## config.mk

```make
export PLATFORM = sky130hd
export DESIGN_NAME = mips32_mem_arbiter_flat
export DESIGN_NICKNAME = d
export VERILOG_FILES = /design/src/rtl/mips32_mem_arbiter_if.sv /design/src/rtl/mips32_mem_arbiter.sv /design/src/flat_wrapper.sv
export SDC_FILE = /design/constraint.sdc
export NUM_CORES = 1
export LEC_CHECK = 0
export CELL_PAD_IN_SITES_DETAIL_PLACEMENT = 1
export CELL_PAD_IN_SITES_GLOBAL_PLACEMENT = 1
export CORE_AREA = 2 2 117 119
export DETAILED_ROUTE_END_ITERATION = 6
export DIE_AREA = 0 0 119 121
export GPL_ROUTABILITY_DRIVEN = 0
export GPL_TIMING_DRIVEN = 0
export HOLD_SLACK_MARGIN = 0.02
export PLACE_DENSITY = 0.84
export SETUP_SLACK_MARGIN = 0.3
export SYNTH_ARGS = -nofsm -noshare
export SYNTH_HDL_FRONTEND = slang
export SYNTH_SLANG_ARGS = --single-unit
```

## constraint.sdc

```tcl
create_clock -name clk -period 3.72 [get_ports clk]
set_input_delay 0.744 -clock clk [delete_from_list [all_inputs] [get_ports clk]]
set_output_delay 0.744 -clock clk [all_outputs]
set_load 0.01 [all_outputs]
```

## src/rtl/mips32_mem_arbiter_if.sv

```systemverilog
// mips32_mem_arbiter_if
// ---------------------
// Bundles the request/response buses of the three memory requesters
// (instruction fetch, data, debug), the single-port memory command bus
// and the core stall line shared by mips32_mem_arbiter.
//
// Modports:
//   slave  - the arbiter's view. Requests and mem_rdata come in. Grants,
//            read returns, the memory command and stall_if go out.
//   master - the surrounding system's view: requesters, memory and core.
//
// Parameters: ADDR_W (word-address width), DATA_W (data width).
interface mips32_mem_arbiter_if #(
  parameter int ADDR_W = 10,
  parameter int DATA_W = 32
) ();
  // Instruction fetch port (read only)
  logic              if_req;
  logic [ADDR_W-1:0] if_addr;
  logic              if_gnt;
  logic              if_rvalid;
  logic [DATA_W-1:0] if_rdata;
  // MEM-stage load/store port
  logic              d_req;
  logic              d_we;
  logic [ADDR_W-1:0] d_addr;
  logic [DATA_W-1:0] d_wdata;
  logic              d_gnt;
  logic              d_rvalid;
  logic [DATA_W-1:0] d_rdata;
  // Debug / program-loader port
  logic              dbg_req;
  logic              dbg_we;
  logic              dbg_lock;
  logic [ADDR_W-1:0] dbg_addr;
  logic [DATA_W-1:0] dbg_wdata;
  logic              dbg_gnt;
  logic              dbg_rvalid;
  logic              dbg_locked;
  logic [DATA_W-1:0] dbg_rdata;
  // Memory command and return
  logic              mem_en;
  logic              mem_we;
  logic [ADDR_W-1:0] mem_addr;
  logic [DATA_W-1:0] mem_wdata;
  logic [DATA_W-1:0] mem_rdata;
  // Core stall
  logic              stall_if;

  modport slave (
    input  if_req, if_addr,
    input  d_req, d_we, d_addr, d_wdata,
    input  dbg_req, dbg_we, dbg_lock, dbg_addr, dbg_wdata,
    input  mem_rdata,
    output if_gnt, if_rvalid, if_rdata,
    output d_gnt, d_rvalid, d_rdata,
    output dbg_gnt, dbg_rvalid, dbg_locked, dbg_rdata,
    output mem_en, mem_we, mem_addr, mem_wdata,
    output stall_if
  );

  modport master (
    output if_req, if_addr,
    output d_req, d_we, d_addr, d_wdata,
    output dbg_req, dbg_we, dbg_lock, dbg_addr, dbg_wdata,
    output mem_rdata,
    input  if_gnt, if_rvalid, if_rdata,
    input  d_gnt, d_rvalid, d_rdata,
    input  dbg_gnt, dbg_rvalid, dbg_locked, dbg_rdata,
    input  mem_en, mem_we, mem_addr, mem_wdata,
    input  stall_if
  );
endinterface

```

## src/rtl/mips32_mem_arbiter.sv

```systemverilog
// mips32_mem_arbiter
// ------------------
// Shares one synchronous, word-addressed, single-port memory among the
// instruction fetch (IF), load/store (D) and debug (DBG) requesters.
// Grants are combinational, with at most one per cycle. Read data returns
// one cycle after the grant. IF is promoted over D after STARVE_MAX
// consecutive denials. DBG can take an exclusive lock for program loading.
//
// Ports:
//   clk - rising-edge clock
//   rst - synchronous, active-high reset
//   bus - mips32_mem_arbiter_if.slave (requesters, memory command, stall_if)
//
// Build option: define MIPS32_MEM_ARB_DEBUG_EN to enable the DBG port and
// the lock FSM. Without it, the dbg_* inputs are ignored, the dbg_* outputs
// are 0, and arbitration is D > IF with starvation promotion.
module mips32_mem_arbiter #(
  parameter int ADDR_W     = 10,
  parameter int DATA_W     = 32,
  parameter int STARVE_MAX = 4
) (
  input  logic                    clk,
  input  logic                    rst,
  mips32_mem_arbiter_if.slave     bus
);

`ifdef MIPS32_MEM_ARB_DEBUG_EN
  localparam logic DBG_EN = 1'b1;
`else
  localparam logic DBG_EN = 1'b0;
`endif

  localparam logic [3:0] STARVE_LIM = 4'(STARVE_MAX);
  localparam logic [1:0] OWN_IF     = 2'd0;
  localparam logic [1:0] OWN_D      = 2'd1;
  localparam logic [1:0] OWN_DBG    = 2'd2;

  typedef enum logic [1:0] {
    ST_RUN       = 2'd0,
    ST_LOCK_PEND = 2'd1,
    ST_LOCKED    = 2'd2
  } state_e;

  state_e      state_q, state_d;
  logic [3:0]  starve_cnt_q, starve_cnt_d;
  logic        rd_valid_q, rd_valid_d;
  logic [1:0]  rd_owner_q, rd_owner_d;

  logic              dbg_req_s, dbg_lock_s;
  logic              if_gnt_s, d_gnt_s, dbg_gnt_s;
  logic              mem_en_s, mem_we_s;
  logic [ADDR_W-1:0] mem_addr_s;
  logic [DATA_W-1:0] mem_wdata_s;
  logic              if_rv_s, d_rv_s, dbg_rv_s;

  // Without the debug build the DBG inputs are forced inactive, so the FSM never leaves RUN.
  assign dbg_req_s  = DBG_EN & bus.dbg_req;
  assign dbg_lock_s = DBG_EN & bus.dbg_lock;

  // Grant selection: one winner per cycle, nothing granted while in reset or LOCK_PEND.
  always_comb begin
    if_gnt_s  = 1'b0;
    d_gnt_s   = 1'b0;
    dbg_gnt_s = 1'b0;
    if (rst) begin
      dbg_gnt_s = 1'b0;
    end else begin
      case (state_q)
        ST_RUN: begin
          if (dbg_req_s) begin
            dbg_gnt_s = 1'b1;
          end else if (bus.if_req && (starve_cnt_q == STARVE_LIM)) begin
            if_gnt_s = 1'b1;  // starved fetch overtakes D
          end else if (bus.d_req) begin
            d_gnt_s = 1'b1;
          end else if (bus.if_req) begin
            if_gnt_s = 1'b1;
          end else begin
            dbg_gnt_s = 1'b0;
          end
        end
        ST_LOCKED: begin
          if (dbg_req_s) begin
            dbg_gnt_s = 1'b1;
          end else begin
            dbg_gnt_s = 1'b0;
          end
        end
        default: begin
          dbg_gnt_s = 1'b0;
        end
      endcase
    end
  end

  // Memory command mux driven from whichever requester holds the grant.
  always_comb begin
    mem_en_s    = 1'b0;
    mem_we_s    = 1'b0;
    mem_addr_s  = '0;
    mem_wdata_s = '0;
    if (dbg_gnt_s) begin
      mem_en_s    = 1'b1;
      mem_we_s    = bus.dbg_we;
      mem_addr_s  = bus.dbg_addr;
      mem_wdata_s = bus.dbg_wdata;
    end else if (d_gnt_s) begin
      mem_en_s    = 1'b1;
      mem_we_s    = bus.d_we;
      mem_addr_s  = bus.d_addr;
      mem_wdata_s = bus.d_wdata;
    end else if (if_gnt_s) begin
      mem_en_s    = 1'b1;
      mem_we_s    = 1'b0;
      mem_addr_s  = bus.if_addr;
    end else begin
      mem_en_s    = 1'b0;
    end
  end

  // Next-state logic for the starvation counter, read tracker and lock FSM.
  always_comb begin
    starve_cnt_d = 4'd0;
    rd_valid_d   = mem_en_s & ~mem_we_s;
    rd_owner_d   = rd_owner_q;
    state_d      = state_q;

    if (bus.if_req && !if_gnt_s) begin
      if (starve_cnt_q >= STARVE_LIM) begin
        starve_cnt_d = STARVE_LIM;
      end else begin
        starve_cnt_d = starve_cnt_q + 4'd1;
      end
    end else begin
      starve_cnt_d = 4'd0;
    end

    if (dbg_gnt_s) begin
      rd_owner_d = OWN_DBG;
    end else if (d_gnt_s) begin
      rd_owner_d = OWN_D;
    end else if (if_gnt_s) begin
      rd_owner_d = OWN_IF;
    end else begin
      rd_owner_d = rd_owner_q;
    end

    case (state_q)
      ST_RUN: begin
        if (dbg_lock_s) begin
          state_d = ST_LOCK_PEND;
        end else begin
          state_d = ST_RUN;
        end
      end
      ST_LOCK_PEND: begin
        // Lock is only granted once the last read has been returned.
        if (!dbg_lock_s) begin
          state_d = ST_RUN;
        end else if (!rd_valid_q) begin
          state_d = ST_LOCKED;
        end else begin
          state_d = ST_LOCK_PEND;
        end
      end
      ST_LOCKED: begin
        if (!dbg_lock_s) begin
          state_d = ST_RUN;
        end else begin
          state_d = ST_LOCKED;
        end
      end
      default: begin
        state_d = ST_RUN;
      end
    endcase
  end

  // State registers. Reset also drops any read in flight.
  always_ff @(posedge clk) begin
    if (rst) begin
      state_q      <= ST_RUN;
      starve_cnt_q <= 4'd0;
      rd_valid_q   <= 1'b0;
      rd_owner_q   <= OWN_IF;
    end else begin
      state_q      <= state_d;
      starve_cnt_q <= starve_cnt_d;
      rd_valid_q   <= rd_valid_d;
      rd_owner_q   <= rd_owner_d;
    end
  end

  // Read-return steering. Only the owner of the previous cycle's read sees data.
  always_comb begin
    if_rv_s  = 1'b0;
    d_rv_s   = 1'b0;
    dbg_rv_s = 1'b0;
    if (!rst && rd_valid_q) begin
      if_rv_s  = (rd_owner_q == OWN_IF);
      d_rv_s   = (rd_owner_q == OWN_D);
      dbg_rv_s = (rd_owner_q == OWN_DBG);
    end else begin
      if_rv_s  = 1'b0;
    end
  end

  assign bus.if_gnt     = if_gnt_s;
  assign bus.d_gnt      = d_gnt_s;
  assign bus.dbg_gnt    = dbg_gnt_s;
  assign bus.mem_en     = mem_en_s;
  assign bus.mem_we     = mem_we_s;
  assign bus.mem_addr   = mem_addr_s;
  assign bus.mem_wdata  = mem_wdata_s;
  assign bus.if_rvalid  = if_rv_s;
  assign bus.d_rvalid   = d_rv_s;
  assign bus.dbg_rvalid = dbg_rv_s;
  assign bus.if_rdata   = if_rv_s  ? bus.mem_rdata : '0;
  assign bus.d_rdata    = d_rv_s   ? bus.mem_rdata : '0;
  assign bus.dbg_rdata  = dbg_rv_s ? bus.mem_rdata : '0;
  assign bus.dbg_locked = DBG_EN & ~rst & (state_q == ST_LOCKED);
  assign bus.stall_if   = (bus.if_req & ~if_gnt_s) | (~rst & (state_q != ST_RUN));

endmodule

```

## src/flat_wrapper.sv

```systemverilog
// flat-port wrapper written by rule: the top's interface ports become plain ports
module mips32_mem_arbiter_flat 
#(
  parameter int ADDR_W     = 10,
  parameter int DATA_W     = 32,
  parameter int STARVE_MAX = 4
)
  (clk, rst, bus_if_req, bus_if_addr, bus_d_req, bus_d_we, bus_d_addr, bus_d_wdata, bus_dbg_req, bus_dbg_we, bus_dbg_lock, bus_dbg_addr, bus_dbg_wdata, bus_mem_rdata, bus_if_gnt, bus_if_rvalid, bus_if_rdata, bus_d_gnt, bus_d_rvalid, bus_d_rdata, bus_dbg_gnt, bus_dbg_rvalid, bus_dbg_locked, bus_dbg_rdata, bus_mem_en, bus_mem_we, bus_mem_addr, bus_mem_wdata, bus_stall_if);
  mips32_mem_arbiter_if #(.ADDR_W(ADDR_W), .DATA_W(DATA_W)) bus_i ();
  input  logic clk;
  input  logic rst;
  input wire logic [$bits(bus_i.if_req)-1:0] bus_if_req;
  input wire logic [$bits(bus_i.if_addr)-1:0] bus_if_addr;
  input wire logic [$bits(bus_i.d_req)-1:0] bus_d_req;
  input wire logic [$bits(bus_i.d_we)-1:0] bus_d_we;
  input wire logic [$bits(bus_i.d_addr)-1:0] bus_d_addr;
  input wire logic [$bits(bus_i.d_wdata)-1:0] bus_d_wdata;
  input wire logic [$bits(bus_i.dbg_req)-1:0] bus_dbg_req;
  input wire logic [$bits(bus_i.dbg_we)-1:0] bus_dbg_we;
  input wire logic [$bits(bus_i.dbg_lock)-1:0] bus_dbg_lock;
  input wire logic [$bits(bus_i.dbg_addr)-1:0] bus_dbg_addr;
  input wire logic [$bits(bus_i.dbg_wdata)-1:0] bus_dbg_wdata;
  input wire logic [$bits(bus_i.mem_rdata)-1:0] bus_mem_rdata;
  output wire logic [$bits(bus_i.if_gnt)-1:0] bus_if_gnt;
  output wire logic [$bits(bus_i.if_rvalid)-1:0] bus_if_rvalid;
  output wire logic [$bits(bus_i.if_rdata)-1:0] bus_if_rdata;
  output wire logic [$bits(bus_i.d_gnt)-1:0] bus_d_gnt;
  output wire logic [$bits(bus_i.d_rvalid)-1:0] bus_d_rvalid;
  output wire logic [$bits(bus_i.d_rdata)-1:0] bus_d_rdata;
  output wire logic [$bits(bus_i.dbg_gnt)-1:0] bus_dbg_gnt;
  output wire logic [$bits(bus_i.dbg_rvalid)-1:0] bus_dbg_rvalid;
  output wire logic [$bits(bus_i.dbg_locked)-1:0] bus_dbg_locked;
  output wire logic [$bits(bus_i.dbg_rdata)-1:0] bus_dbg_rdata;
  output wire logic [$bits(bus_i.mem_en)-1:0] bus_mem_en;
  output wire logic [$bits(bus_i.mem_we)-1:0] bus_mem_we;
  output wire logic [$bits(bus_i.mem_addr)-1:0] bus_mem_addr;
  output wire logic [$bits(bus_i.mem_wdata)-1:0] bus_mem_wdata;
  output wire logic [$bits(bus_i.stall_if)-1:0] bus_stall_if;
  assign bus_i.if_req = bus_if_req;
  assign bus_i.if_addr = bus_if_addr;
  assign bus_i.d_req = bus_d_req;
  assign bus_i.d_we = bus_d_we;
  assign bus_i.d_addr = bus_d_addr;
  assign bus_i.d_wdata = bus_d_wdata;
  assign bus_i.dbg_req = bus_dbg_req;
  assign bus_i.dbg_we = bus_dbg_we;
  assign bus_i.dbg_lock = bus_dbg_lock;
  assign bus_i.dbg_addr = bus_dbg_addr;
  assign bus_i.dbg_wdata = bus_dbg_wdata;
  assign bus_i.mem_rdata = bus_mem_rdata;
  assign bus_if_gnt = bus_i.if_gnt;
  assign bus_if_rvalid = bus_i.if_rvalid;
  assign bus_if_rdata = bus_i.if_rdata;
  assign bus_d_gnt = bus_i.d_gnt;
  assign bus_d_rvalid = bus_i.d_rvalid;
  assign bus_d_rdata = bus_i.d_rdata;
  assign bus_dbg_gnt = bus_i.dbg_gnt;
  assign bus_dbg_rvalid = bus_i.dbg_rvalid;
  assign bus_dbg_locked = bus_i.dbg_locked;
  assign bus_dbg_rdata = bus_i.dbg_rdata;
  assign bus_mem_en = bus_i.mem_en;
  assign bus_mem_we = bus_i.mem_we;
  assign bus_mem_addr = bus_i.mem_addr;
  assign bus_mem_wdata = bus_i.mem_wdata;
  assign bus_stall_if = bus_i.stall_if;
  mips32_mem_arbiter #(.ADDR_W(ADDR_W), .DATA_W(DATA_W), .STARVE_MAX(STARVE_MAX)) u_core (.clk(clk), .rst(rst), .bus(bus_i));
endmodule
```

==> summary.md, run 1 <==
| Metric | Value |
|---|---|
| Status | `completed` |
| Vias post-DR | `between 2000 and 2500` |
| Die width | `119 microns` |
| Crit-path slowest cell | `clkdlybuf4s50_1` |
| Startpoint types | `primary input` |
| Comb power frac | `0.554` |
| Post-route setup slack | `between 0.4 and 0.5 ns` |
| Final setup fails | `0` |
| Post-Place Setup Slack | `-0.321 ns` |
| Post-synthesis compound-gate area fraction | `0.0915` |
| Height of the die | `121 microns` |
| Sw frac | `0.264` |
| Synth Instances | `approximately 190` |
| Period utilization | `0.886` |
| Initial antenna violation count | `0` |
| Clk sink count | `6` |
| Peak VDD IR | `around 0.12 mV` |
| TritonRoute pass-1 iters | `3` |
| Synthesized cell area | `approximately 1300 sq um` |
| PwrDens | `between 100 and 150 nW/um^2` |
| Post-Layout Cell Count | `601` |
| CP Capture Type | `output port` |
| Internal power | `0.405 mW` |
| Max stage delay on crit path | `~0.53 ns` |
| Routed wire length | `just over 7000 microns` |
| Post-Route Skew | `0.00288 ns` |
| Critical path's top delay family | `buffers and inverters` |
| Post-synth top area share | `0.467` |
| Setup CP Type | `in -> out` |
| FP Rows | `between 40 and 50` |
| WP data arrival | `roughly 2.6 ns` |
| Share of cells above drive strength 1 | `0.134` |
| # nets final | `around 560` |
| Post-synthesis sequential area ratio | `0.0925` |
| WP data required | `2.98 ns` |
| H-tree levels | `1` |
| Largest fanout on the critical path | `10` |
| Yosys warns | `0` |
| Area Growth Syn to Fin | `193%` |
| Io pins | `282` |
| Post-DP HPWL | `about 6500 microns` |
| FMAX | `304 MHz` |
| Min cycle time layout | `around 3.3 ns` |
| CTS clk-pin slew, worst paths | `~0.030 ns` |
| Post-Place Cells | `about 600` |
| Post-Synth Simple-Gate Area | `0.518` |
| Final hold violation count | `0` |
| Drt via density | `approximately 3.4` |
| Ant diodes | `0` |
| CTS Hold Buffers Added | `0` |
| Core area | `approximately 13000 sq um` |
| Critical-path cell list | `clkdlybuf4s50_1, inv_2, o211a_1, buf_6, buf_6, a22o_1, clkdlybuf4s50_1` |
| GRT overflow | `0` |
| CTS root buf | `clkbuf_16` |
| Clock Path Buffers | `2` |
| Adder-cell share of the synthesized area | `0.0193` |
| Most frequent cells in the layout | `clkdlybuf4s50_1, and2_1, buf_4, conb_1, a22o_1` |
| DR iter-0 viols | `30` |
| Post-synthesis mux area share | `0` |
| Library cell with the largest summed area after synthesis | `and2_1` |
| Share of total power in sequential cells | `0.128` |
| Worst Path Buf+Inv | `5` |
| Syn avg cell area | `around 7.0 sq um` |
| Global-route wire length before repair | `10600 microns` |
| Sw Pwr | `between 0.1 and 0.15 mW` |
| Die area | `14400 sq um` |
| Largest family of logic cells by synthesized area | `simple AND/OR/NAND/NOR gates` |
| Clk_lat worst skew | `between 0.2 and 0.25 ns` |
| Max-slew violations | `0` |
| Gr usage total | `0.0914` |
| ANT nets after route | `0` |
| Vias in the first global route | `roughly 2100` |
| Port Buffers | `around 200` |
| Seq cells post-synth | `6` |
| Commonest non-fill, non-tap cell in the layout | `clkdlybuf4s50_1` |
| XOR/XNOR Fraction of Synth Area | `0` |
| Unique masters post-synth | `22` |
| Hold Path Class | `reg -> reg` |
| Max-cap viol count | `0` |
| Leak | `1.64 nW` |
| RSZ-0062 raised after global routing | `false` |
| CTS tree | `yes` |
| Clock network power share | `0.318` |
| Pin count of the biggest net entering global routing | `11` |
| DRC Markers | `0` |
| Synth area leaders | `and2_1, buf_4, dfxtp_1, a22o_1, buf_6` |
| WL/cell | `11.9 microns` |
| Initial core utilization | `0.0993` |
| TritonCTS buffer count | `3` |
==> worst register-to-register path: cells and delay by family (launching register included) <==
| kind | cells | cell delay, ns |
|---|---|---|
| AOI/OAI and AO/OA | 2 | 0.46 |
| adders and majority gates | 1 | 0.14 |
| buffers and inverters | 3 | 0.35 |
| DFF | 1 | 0.32 |
| and+or+nand+nor | 1 | 0.15 |
==> layout make-up <==
| type | count | area, sq um |
|---|---|---|
| tap | 176 | 220 |
| multi-input combinational | 161 | 978 |
| inverter | 6 | 22.5 |
| fill | 1564 | 9280 |
| clock buffer | 3 | 75.1 |
| sequential | 6 | 120 |
| buffer | 47 | 347 |
| timing repair buffer | 202 | 2040 |
==> registers in the layout (all words and copies together) (netlist names) <==
register             flops
u_core.starve_cnt_q      4
u_core.rd_valid_q        1
u_core.rd_owner_q        1
==> cell families (layout without fill, tap and decap cells) <==
kind of cell / after synthesis / after routing
AOI/OAI and AO/OA: 14 / 14
adders and majority gates: 2 / 2
buffers and inverters: 53 / 258
DFF: 6 / 6
other: 1 / 36
and+or+nand+nor: 109 / 109
==> final timing paths <==
check                                             from  cells past startpoint  slack [ns]                     end
worst max-delay path                        bus_if_req                      7        0.43         bus_mem_addr[5]
worst min-delay path            u_core.starve_cnt_q[0]                      1        0.46  u_core.starve_cnt_q[0]
worst max register to register  u_core.starve_cnt_q[0]                      7        2.21    u_core.rd_owner_q[0]
worst min register to register  u_core.starve_cnt_q[0]                      1        0.46  u_core.starve_cnt_q[0]
==> layer usage <==
metal  wire length [microns]  vias to the layer above  track usage
li1                        -                      986            -
met1                    2380                      887       0.0885
met2                    3910                      150        0.185
met3                     795                        8       0.0305
met4                      85                        0       0.0208
met5                       0                        -            0
==> metrics by stage <==
step	util	hold WS [ns]	instance area [sq um]	setup TNS [ns]	total power, mW
global placement	0.280	0.428	3660	-4.82	0.365
finish	0.291	0.456	3800	0	0.550
CTS	0.289	0.472	3790	0	0.554
global route	0.291	0.499	3800	0	0.581
floorplan	-	0.417	1430	0	0.183
detailed placement	0.280	0.443	3660	-6.17	0.371
==> cell usage after synthesis <==
| master | number |
|---|---|
| conb_1 | 1 |
| buf_2 | 1 |
| buf_4 | 36 |
| a21o_1 | 1 |
| buf_6 | 3 |
| nor2_1 | 5 |
| or4b_1 | 1 |
| nor3b_1 | 1 |
| and3_1 | 1 |
| dfxtp_1 | 6 |
| nand3b_1 | 1 |
| inv_2 | 1 |
| o211a_1 | 1 |
| inv_1 | 5 |
| nor3_1 | 2 |
| a22o_1 | 10 |
| a31o_2 | 1 |
| clkbuf_1 | 7 |
| nand2b_1 | 1 |
| and2_1 | 97 |
| ha_1 | 2 |
| a21oi_1 | 1 |
==> power groups by stage <==
stage	Clock (mW)	Combinational [mW]	Sequential (mW)
after detailed placement	0	0.300	0.0709
after global placement	0	0.294	0.0704
after floorplan	0	0.113	0.0701
final	0.175	0.305	0.0705
after CTS	0.177	0.306	0.0705
after global routing	0.182	0.328	0.0708
==> repair_timing <==
action,4_1_cts,5_1_grt
endpoints found under the hold margin,0,0
setup buffers,1,0
endpoints found under the setup margin,68,56
resized for setup,10,10
No activity file was read; power rests on OpenSTA's default activity.
==> run 2: changes to the inputs <==
--- a/config.mk
+++ b/config.mk
@@ -11,7 +11,7 @@
 export DETAILED_ROUTE_END_ITERATION = 6
 export DIE_AREA = 0 0 119 121
 export GPL_ROUTABILITY_DRIVEN = 0
-export GPL_TIMING_DRIVEN = 0
+export GPL_TIMING_DRIVEN = 1
 export HOLD_SLACK_MARGIN = 0.02
 export PLACE_DENSITY = 0.84
 export SETUP_SLACK_MARGIN = 0.3
==> constraint.sdc (replaced) <==
create_clock -name clk -period 3.7 [get_ports clk]
set_input_delay 0.74 -clock clk [delete_from_list [all_inputs] [get_ports clk]]
set_output_delay 0.74 -clock clk [all_outputs]
set_load 0.01 [all_outputs]
==> run 2 against run 1 <==
Against the previous run: via count fell by 7.6%; setup slack got worse by 0.010 ns; worst hold slack lost 0.0099 ns; first-iteration DRC count down 27%; largest power group unchanged; clock power is essentially flat; sequential cell count is the same; critical path depth decreased by 1; cell area is 9.3% lower; global-route usage fell by 0.99 points; count of clock-buffer cells in the layout is the same; combinational power down 12%; sequential share of layout area is 0.32 points higher.
==> summary.md, run 2 (synthesis results as in run 1) <==
| Metric | Value |
|---|---|
| Status | `completed` |
| Max-slew violations | `0` |
| Setup total negative slack | `0 ns` |
| Startpoint types | `primary input` |
| Ant diodes | `0` |
| CTS clk-pin slew, worst paths | `~0.030 ns` |
| Final hold violation count | `0` |
| WL/cell | `between 10 and 15 microns` |
| TritonCTS buffer count | `3` |
| Io pins | `~280` |
| Commonest non-fill, non-tap cell in the layout | `clkdlybuf4s50_1` |
| Most frequent cells in the layout | `clkdlybuf4s50_1, and2_1, conb_1` |
| Core area | `13100 sq um` |
| Peak VDD IR | `0.138 mV` |
| Height of the die | `approximately 120 microns` |
| GRT overflow | `0` |
| WP data arrival | `~2.6 ns` |
| Routed wire length | `~6500 microns` |
| Final setup fails | `0` |
| CTS tree | `yes` |
| Post-Route Skew | `0.000702 ns` |
| H-tree levels | `1` |
| Clock Path Buffers | `2` |
| CP Capture Type | `output port` |
| Vias in the first global route | `roughly 1900` |
| Most flops, register | `u_core.starve_cnt_q` |
| TritonRoute pass-1 iters | `2` |
| Post-Layout Cell Count | `557` |
| Port Buffers | `201` |
| Setup bufs post-CTS | `0` |
| Max reg flops | `4` |
| Post-CTS sizing | `0` |
| Initial antenna violation count | `0` |
| RSZ-0062 raised after global routing | `false` |
| Share of cells above drive strength 1 | `0.0262` |
| FP Rows | `42` |
| Top Registers | `u_core.starve_cnt_q: 4 flops, u_core.rd_owner_q: 1 flops, u_core.rd_valid_q: 1 flops` |
| ANT nets after route | `0` |
| WP data required | `approximately 3.0 ns` |
| Global-route wire length before repair | `9480 microns` |
| Largest fanout on the critical path | `14` |
| Leak | `1.37 nW` |
| FMAX | `304 MHz` |
| PwrDens | `149 nW/um^2` |
| # nets final | `about 520` |
| Area Growth Syn to Fin | `166%` |
| Hold Path Class | `reg -> reg` |
| Pin count of the biggest net entering global routing | `46` |
| DRC Markers | `0` |
| Min cycle time layout | `roughly 3.3 ns` |
| Setup CP Type | `in -> out` |
| Post-Place Cells | `about 550` |
| CTS root buf | `clkbuf_16` |
| Clk sink count | `6` |
| Die area | `14400 sq um` |
| Period utilization | `0.888` |
| Vias post-DR | `1877` |
| Die width | `119 microns` |
| Max-cap viol count | `0` |
| Hold_ws | `around 0.45 ns` |
| Initial core utilization | `0.0993` |
| Clk_lat worst skew | `between 0.2 and 0.25 ns` |
| Post-DP HPWL | `between 5000 and 6000 microns` |
| Drt via density | `3.37` |
| CTS Hold Buffers Added | `0` |
| Gr usage total | `0.0816` |
| DR iter-0 viols | `22` |
-- run 2: power by group --
group / internal [mW] / total, mW / switching (mW) / leakage [nW]
logic: 0.171 / 0.268 / 0.0973 / 1.28
clock network: 0.139 / 0.176 / 0.0372 / 0.0370
registers: 0.0683 / 0.0706 / 0.00231 / 0.0495
-- run 2: path summary, 6_finish.rpt --
check,end,depth (start not counted),slack (ns),start
worst max-delay path,bus_mem_addr[9],6,0.41,rst
worst max register to register,u_core.rd_valid_q,6,2.33,u_core.starve_cnt_q[0]
worst min register to register,u_core.starve_cnt_q[0],1,0.45,u_core.starve_cnt_q[0]
worst min-delay path,u_core.starve_cnt_q[0],1,0.45,u_core.starve_cnt_q[0]
-- run 2: layer usage --
| metal | wire length, microns | global-route usage |
|---|---|---|
| met5 | 0 | 0 |
| met4 | 41 | 0.0156 |
| met3 | 646 | 0.0202 |
| met2 | 3530 | 0.169 |
| met1 | 2320 | 0.0811 |
-- run 2: per-stage QoR --
step	power, mW	cell area [sq um]	setup WS [ns]	utilization
5_1_grt	0.541	3450	0.303	0.264
2_1_floorplan	0.184	1430	1.42	-
3_5_place_dp	0.341	3370	0.394	0.258
6_report	0.515	3450	0.415	0.264
4_1_cts	0.523	3450	0.388	0.264
3_3_place_gp	0.334	3370	0.440	0.258
-- run 2: area by class of cell --
type                    count  area, sq um
well taps                 176          220
fillers                  1560         9640
clock buffers               3         75.1
multi-input cells         161          957
flip-flops and latches      6          120
repair buffers            205         2050
inverters                   6         22.5
-- run 2: critical path: stages --
cell and delay (ns):
clkdlybuf4s50_1 0.48, nand2b_1 0.22, a21oi_1 0.15, buf_4 0.22, a22o_1 0.18, clkdlybuf4s50_1 0.55
==> run 3: changes to the inputs <==
==> constraint.sdc (replaced) <==
create_clock -name clk -period 3.7 [get_ports clk]
set_input_delay 0.925 -clock clk [delete_from_list [all_inputs] [get_ports clk]]
set_output_delay 0.925 -clock clk [all_outputs]
set_load 0.01 [all_outputs]
==> run 3 against run 2 <==
Against the previous run: first-iteration DRC count fell by 36%; worst hold slack got worse by 0.0088 ns; count of clock-buffer cells in the layout did not move; die area did not move; via count rose by 0.80%; clock power fell by 3%; total power rose by 0.47%; fmax fell by 2.3%; sequential power barely moved; global-route usage barely moved; routed wire length rose by 6.6%; sequential share of layout area fell by 0.11 points; largest power group unchanged.
==> summary.md, run 3 (synthesis results as in run 1) <==
| Metric | Value |
|---|---|
| Post-route setup slack | `0.339 ns` |
| Final hold violation count | `0` |
| Gr usage total | `0.0811` |
| DRC Markers | `0` |
| Post-Route Skew | `0.00112 ns` |
| Share of cells above drive strength 1 | `0.0540` |
| Drt via density | `~3.3` |
| Status | `completed` |
| Setup total negative slack | `0 ns` |
| RSZ-0062 raised after global routing | `true` |
| CTS tree | `yes` |
| TritonRoute pass-1 iters | `3` |
| Startpoint types | `primary input` |
| H-tree levels | `1` |
| Initial antenna violation count | `0` |
| Die width | `~120 microns` |
| WL/cell | `roughly 12 microns` |
| Clock Path Buffers | `2` |
| Global-route wire length before repair | `9520 microns` |
| TritonCTS buffer count | `3` |
| Io pins | `~280` |
| Area Growth Syn to Fin | `174%` |
| Ant diodes | `0` |
| Core area | `approximately 13000 sq um` |
| Most flops, register | `u_core.starve_cnt_q` |
| Port Buffers | `between 200 and 250` |
| Max-slew violations | `0` |
| Largest fanout on the critical path | `5` |
| ANT nets after route | `0` |
| Vias post-DR | `about 1900` |
| GRT overflow | `0` |
| Peak VDD IR | `~0.14 mV` |
| Total power | `0.517 mW` |
| Hold Path Class | `reg -> reg` |
| PwrDens | `between 100 and 150 nW/um^2` |
| WP data arrival | `2.44 ns` |
| Routed wire length | `around 7000 microns` |
| Die area | `between 10000 and 15000 sq um` |
| Max-cap viol count | `0` |
| Final setup fails | `0` |
| FMAX | `298 MHz` |
| CTS clk-pin slew, worst paths | `roughly 0.03 ns` |
| Setup CP Type | `in -> out` |
| Period utilization | `0.908` |
| Max reg flops | `4` |
| FF+latch area | `120 sq um` |
| Most frequent cells in the layout | `clkdlybuf4s50_1, and2_1, conb_1` |
| Top Registers | `u_core.starve_cnt_q: 4 flops, u_core.rd_owner_q: 1 flops, u_core.rd_valid_q: 1 flops` |
| Clk_lat worst skew | `0.22 ns` |
| Initial core utilization | `0.0993` |
| Leak | `~1.5 nW` |
| Area of the multi-input gates | `just under 1000 sq um` |
| FP Rows | `42` |
| Pin count of the biggest net entering global routing | `34` |
| Height of the die | `around 120 microns` |
| Commonest non-fill, non-tap cell in the layout | `clkdlybuf4s50_1` |
| Post-Place Setup Slack | `slightly below 0.03 ns` |
| Post-DP HPWL | `5610 microns` |
| Fillers | `about 1600` |
| Min cycle time layout | `around 3.4 ns` |
| Vias in the first global route | `approximately 1900` |
| # nets final | `527` |
| Clk sink count | `6` |
| CP Capture Type | `output port` |
| CTS root buf | `clkbuf_16` |
| DR iter-0 viols | `14` |
| WP data required | `around 2.8 ns` |
[run 3: layout make-up]
cell class | instances | share of cell area
clock buffers | 3 | 0.0211
inverters | 6 | 0.00632
multi-input cells | 161 | 0.273
flip-flops and latches | 6 | 0.0337
well taps | 176 | 0.0618
repair buffers | 213 | 0.604
[run 3: repair_timing]
action	CTS	global route
hold buffers	0	0
endpoints found under the setup margin	110	8
setup buffers	2	3
gates resized for setup	25	5
gates cloned	1	2
[run 3: report_power, final]
group / switching, mW / internal, mW / total (mW)
registers: 0.00223 / 0.0683 / 0.0706
clock network: 0.0329 / 0.138 / 0.171
logic: 0.101 / 0.174 / 0.275
[run 3: worst paths after layout]
check,from,endpoint,slack [ns],cells after the start
worst max-delay path,rst,bus_if_gnt,0.34,6
worst min-delay path,u_core.starve_cnt_q[0],u_core.starve_cnt_q[0],0.44,1
worst max register to register,u_core.starve_cnt_q[0],u_core.rd_valid_q,2.16,6
worst min register to register,u_core.starve_cnt_q[0],u_core.starve_cnt_q[0],0.44,1
[run 3: critical path: stages]
cell and delay [ns]:
dlygate4sd2_1 0.27, nand2b_1 0.22, a21oi_2 0.17, buf_2 0.20, buf_4 0.13, clkdlybuf4s50_1 0.52
[run 3: through the flow]
stage / util / instance area [sq um] / hold WS (ns) / instances
global route: 0.272 / 3560 / 0.467 / 565
detailed placement: 0.260 / 3400 / 0.454 / 554
CTS: 0.267 / 3500 / 0.441 / 560
global placement: 0.260 / 3400 / 0.428 / 554
floorplan: - / 1430 / 0.417 / 220
finish: 0.272 / 3560 / 0.437 / 565
[run 3: routing by layer]
metal  wire (microns)  track usage  up-vias
li1                 -            -      910
met1             2510       0.0834      841
met2             3810        0.168      141
met3              649       0.0197        0
met4                0      0.00893        0
met5                0            0        -
